### config.mk
export PLATFORM = sky130hd
export DESIGN_NAME = cocosketch_sched
export DESIGN_NICKNAME = d
export VERILOG_FILES = /design/src/rtl/cocosketch_sched.sv
export SDC_FILE = /design/constraint.sdc
export NUM_CORES = 1
export LEC_CHECK = 0
export ABC_AREA = 0
export BUFFER_PORTS_ARGS = -buffer_cell sky130_fd_sc_hd__buf_2
export CAP_MARGIN = 10
export CORE_UTILIZATION = 51
export DETAILED_ROUTE_END_ITERATION = 7
export GPL_ROUTABILITY_DRIVEN = 0
export PLACE_DENSITY = 0.85
export SETUP_SLACK_MARGIN = 0.02
export SLEW_MARGIN = 30
export SYNTH_ARGS = -nofsm -noshare
export SYNTH_HDL_FRONTEND = slang
export SYNTH_SLANG_ARGS = --single-unit
### constraint.sdc
create_clock -name clk -period 3.7 [get_ports clk]
set_input_delay 0.37 -clock clk [delete_from_list [all_inputs] [get_ports clk]]
set_output_delay 0.37 -clock clk [all_outputs]
set_load 0.1 [all_outputs]
### src/rtl/cocosketch_sched.sv
// Issue-slot scheduler for the CocoSketch pipeline: round-robin insert/query arbitration plus epoch clear sweeps.
// Registered issue one cycle after handshake; downstream never stalls, requesters wait via ready while draining/clearing.
module cocosketch_sched #(
   parameter int RAM_PTR   = 4,
   parameter int PIPE_LAT  = 8,
   parameter int EPOCH_LEN = 0
) (
   input  logic               clk,
   input  logic               rst_n,
   input  logic [63:0]        ins_e_f,
   input  logic               ins_valid,
   output logic               ins_ready,
   input  logic [63:0]        qry_key,
   input  logic               qry_valid,
   output logic               qry_ready,
   input  logic               clr_req,
   output logic [63:0]        out_e_f,
   output logic               out_valid,
   output logic [1:0]         out_op,
   output logic [RAM_PTR-1:0] out_addr,
   output logic               busy,
   output logic [15:0]        epoch_cnt
);

   typedef enum logic [1:0] {ST_RUN, ST_DRAIN, ST_CLEAR} state_t;

   localparam logic [1:0]       OP_INS     = 2'b00;
   localparam logic [1:0]       OP_QRY     = 2'b01;
   localparam logic [1:0]       OP_CLR     = 2'b10;
   localparam logic [15:0]      DRAIN_INIT = 16'(PIPE_LAT);
   localparam logic [15:0]      EPOCH_L    = 16'(EPOCH_LEN);
   localparam logic [RAM_PTR:0] SWEEP_LAST = (RAM_PTR+1)'((1 << RAM_PTR) - 1);

   state_t               state_q, state_d;
   logic                 clr_pend_q, clr_pend_d;
   logic                 rr_last_q, rr_last_d;   // 1 = query was granted last
   logic [15:0]          ins_cnt_q, ins_cnt_d;
   logic [15:0]          drain_q, drain_d;
   logic [RAM_PTR:0]     sweep_q, sweep_d;
   logic [15:0]          epoch_q, epoch_d;
   logic                 out_valid_q, out_valid_d;
   logic [1:0]           out_op_q, out_op_d;
   logic [63:0]          out_e_f_q, out_e_f_d;
   logic [RAM_PTR-1:0]   out_addr_q, out_addr_d;
   logic                 can_grant;

   assign can_grant = (state_q == ST_RUN) && !clr_pend_q;
   assign ins_ready = can_grant && ins_valid && (!qry_valid || rr_last_q);
   assign qry_ready = can_grant && qry_valid && (!ins_valid || !rr_last_q);

   assign out_valid = out_valid_q;
   assign out_op    = out_op_q;
   assign out_e_f   = out_e_f_q;
   assign out_addr  = out_addr_q;
   assign busy      = (state_q != ST_RUN);
   assign epoch_cnt = epoch_q;

   always_comb begin
      state_d     = state_q;
      clr_pend_d  = clr_pend_q;
      rr_last_d   = rr_last_q;
      ins_cnt_d   = ins_cnt_q;
      drain_d     = drain_q;
      sweep_d     = sweep_q;
      epoch_d     = epoch_q;
      out_valid_d = 1'b0;
      out_op_d    = out_op_q;
      out_e_f_d   = out_e_f_q;
      out_addr_d  = out_addr_q;
      case (state_q)
         ST_RUN: begin
            if (clr_pend_q) begin
               state_d    = ST_DRAIN;
               drain_d    = DRAIN_INIT;
               clr_pend_d = 1'b0;
            end else begin
               if (ins_ready) begin
                  out_valid_d = 1'b1;
                  out_op_d    = OP_INS;
                  out_e_f_d   = ins_e_f;
                  out_addr_d  = '0;
                  rr_last_d   = 1'b0;
                  ins_cnt_d   = ins_cnt_q + 16'd1;
                  if (EPOCH_LEN != 0 && ins_cnt_d == EPOCH_L) clr_pend_d = 1'b1;
               end else if (qry_ready) begin
                  out_valid_d = 1'b1;
                  out_op_d    = OP_QRY;
                  out_e_f_d   = qry_key;
                  out_addr_d  = '0;
                  rr_last_d   = 1'b1;
               end
               if (clr_req) clr_pend_d = 1'b1;
            end
         end
         ST_DRAIN: begin
            // Leave once the count would reach zero so the drain lasts exactly PIPE_LAT cycles.
            if (drain_q <= 16'd1) begin
               state_d = ST_CLEAR;
               sweep_d = '0;
               drain_d = '0;
            end else begin
               drain_d = drain_q - 16'd1;
            end
         end
         ST_CLEAR: begin
            out_valid_d = 1'b1;
            out_op_d    = OP_CLR;
            out_e_f_d   = '0;
            out_addr_d  = sweep_q[RAM_PTR-1:0];
            sweep_d     = sweep_q + 1'b1;
            if (sweep_q == SWEEP_LAST) begin
               state_d   = ST_RUN;
               epoch_d   = epoch_q + 16'd1;
               ins_cnt_d = '0;
            end
         end
         default: state_d = ST_RUN;
      endcase
   end

   always_ff @(posedge clk or negedge rst_n) begin
      if (!rst_n) begin
         state_q     <= ST_RUN;
         clr_pend_q  <= 1'b0;
         rr_last_q   <= 1'b1;
         ins_cnt_q   <= '0;
         drain_q     <= '0;
         sweep_q     <= '0;
         epoch_q     <= '0;
         out_valid_q <= 1'b0;
         out_op_q    <= '0;
         out_e_f_q   <= '0;
         out_addr_q  <= '0;
      end else begin
         state_q     <= state_d;
         clr_pend_q  <= clr_pend_d;
         rr_last_q   <= rr_last_d;
         ins_cnt_q   <= ins_cnt_d;
         drain_q     <= drain_d;
         sweep_q     <= sweep_d;
         epoch_q     <= epoch_d;
         out_valid_q <= out_valid_d;
         out_op_q    <= out_op_d;
         out_e_f_q   <= out_e_f_d;
         out_addr_q  <= out_addr_d;
      end
   end

endmodule

==> results.ini <==
[finish]
final_cell_mix=221 x buf_2, 111 x dfrtp_1, 75 x o21ai_0
area_growth_pct=28.1
fin_area_mm2=0.00649
multi_input_area_mm2=0.00191
drive_gt1_frac=0.348
fillers=751
finalCoreUtilization=0.671
finalNetCount=859
seq_area_mm2=0.00280
fin_cells=860
final_common_cell=buf_2

[detailed_routing]
dr.pass1.iters=4
vias=4636
antenna_left=0
drt_iter0_drc=251
totalWireLength_um=13300
wire_per_inst_um=15.5
via_per_inst=5.39
drc=0

[clock_tree]
post-cts-setup-buffer-count=0
insertion_delay_ns=0.38
cts_tree=done
hold_buffers=0
root_buffer=clkbuf_8
ctsLongestPathBuffers=2
numClockSinks=112
cts-buffers-inserted=9
ctsResizeCount=0
h-tree-depth=3
clkSlewWorstSetupHoldPaths_ns=0.10

[worst_setup_path]
reg2reg_from=state_q[0]
cp-start-kind=flop
cp-end-kind=output pin
r2r_setup_slack_ns=1.28
critPathTopFamily=simple AND/OR/NAND/NOR gates
reg2regPathDepth=5
crit_required_ns=3.33
worstPathCellList=nor2_1 -> and4b_2 -> buf_2
cp_max_fo=28
critical_path_buf_inv_count=1
r2r-end=out_e_f[9]
cpMaxStageDelayCell=and4b_2
cpPeakStageDelay_ns=0.65
critPathKind=reg2out
critical_path_arrival_ns=2.34

[yosys]
syn_area_mm2=0.00507
ys_types=45
synth_area_leader_cell=dfrtp_1
seq_area_frac_synth=0.553
ys.flop_type=dfrtp_1
synth_nets=648
async_flop_share=1.00
syn_inst=510
synth-seq-cells=112
yosys_warnings=0
postSynthAreaPerCell_um2=9.94
synth_top_area_share=0.548
synth_area_leaders=dfrtp_1 55%, a22oi_1 9.0%, o21ai_0 7.4%, inv_1 5.2%, xnor2_1 1.9%
synth_edf_count=0

[placed_design]
post_dp_cell_area_mm2=0.00631
io_buffer_count=222
dpl.hpwl_um=9570
dp.cells=843

[global_routing]
grt_overflow=0
grt_start_max_net_pins=89
grt_pass1_vias=4503
grt.total_usage=0.262
antenna_found_initial=1
grt_pass1_wl_um=20900

[status]
status=finished clean

[sta]
drv_slew=0
fin_crit_sh=0.733
slew_headroom=0.438
finalSetupViolCount=0
rsz0062_at_grt=no
tns_ns=0
tightest_slew_ns=0.837
worst_clock_skew_ns=0.0124
fmax_ghz=0.369
min_period_ns=2.71
final-hold-violation-count=0

[die]
die_area_mm2=0.0103
core_mm2=0.00968
die_x_um=102
start_util=0.524
rows=36
die_y_um=102
ios=223

[min_path]
min_path_type=in2async

[run]
cap_violations=0

## flip-flops by register name, summed over array words and instances (netlist names)
| signal | flops |
|---|---|
| out_e_f | 64 |
| drain_q | 16 |
| epoch_cnt | 16 |
| sweep_q | 5 |
| out_addr | 4 |
| out_op | 2 |
| state_q | 2 |
| clr_pend_q | 1 |
| out_valid | 1 |
| rr_last_q | 1 |
## how the worst max path moves through the flow
| stage | endpoint | slack [ns] | cells after the start | from |
|---|---|---|---|---|
| 2_1_floorplan | qry_ready | 1.13 | 3 | state_q[0] |
| 5_1_grt | ins_ready | 0.90 | 3 | state_q[0] |
| 4_1_cts | ins_ready | 0.99 | 3 | state_q[0] |
| 3_3_place_gp | drain_q[4] | 1.34 | 4 | drain_q[10] |
| 6_report | ins_ready | 0.99 | 3 | state_q[0] |
| 3_5_place_dp | out_e_f[7] | 1.28 | 5 | state_q[0] |
## kinds of logic (layout without fill, tap and decap cells)
group	count (synthesis)	after routing	share of synthesized area
buf+inv	98	314	0.0738
compound gates	162	162	0.202
flops	112	112	0.553
xor+xnor	22	22	0.0380
fa+ha+maj	5	5	0.0123
other cells	0	1	0
simple gates	106	106	0.111
mux	5	5	0.0101
## layer usage
metal	GRT usage	vias to the layer above	wire length, um
met5	0	-	0
met4	0.130	0	377
met3	0.0725	30	848
met2	0.441	166	6740
met1	0.309	2257	5370
li1	-	2183	-
## area by class of cell
cell class | instances | area share
Sequential cell | 112 | 0.432
Timing Repair Buffer | 228 | 0.179
Antenna cell | 1 | 0.000385
Multi-Input combinational cell | 300 | 0.295
Clock buffer | 12 | 0.0239
Tap cell | 133 | 0.0256
Clock inverter | 4 | 0.00443
Inverter | 70 | 0.0405
## stage by stage
step | hold WS, ns | worst slack (ns)
after floorplan | 0.0744 | 1.13
after global placement | 0.454 | 1.34
after detailed placement | 0.467 | 1.28
after CTS | 0.0819 | 0.990
after global routing | 0.122 | 0.897
final | 0.0595 | 0.989
## synthesized netlist by cell type (4+ instances only)
cell      instances
or3_1             4
buf_1             4
nand3_1          10
xnor2_1          11
a22oi_1          61
nand2_1          24
nor3_1            4
a21oi_1           7
dfrtp_1         111
nor4_1            4
nand2b_1          7
xor2_1           11
nor2_1           25
a211oi_1          4
ha_1              5
inv_1            70
o21ai_0          75
clkbuf_1         21
mux2i_1           4
nand4_1           8
Power is left out: the tool's default activity adds up to more than one toggle a clock period on the data nets, which glitch-free logic cannot reach.
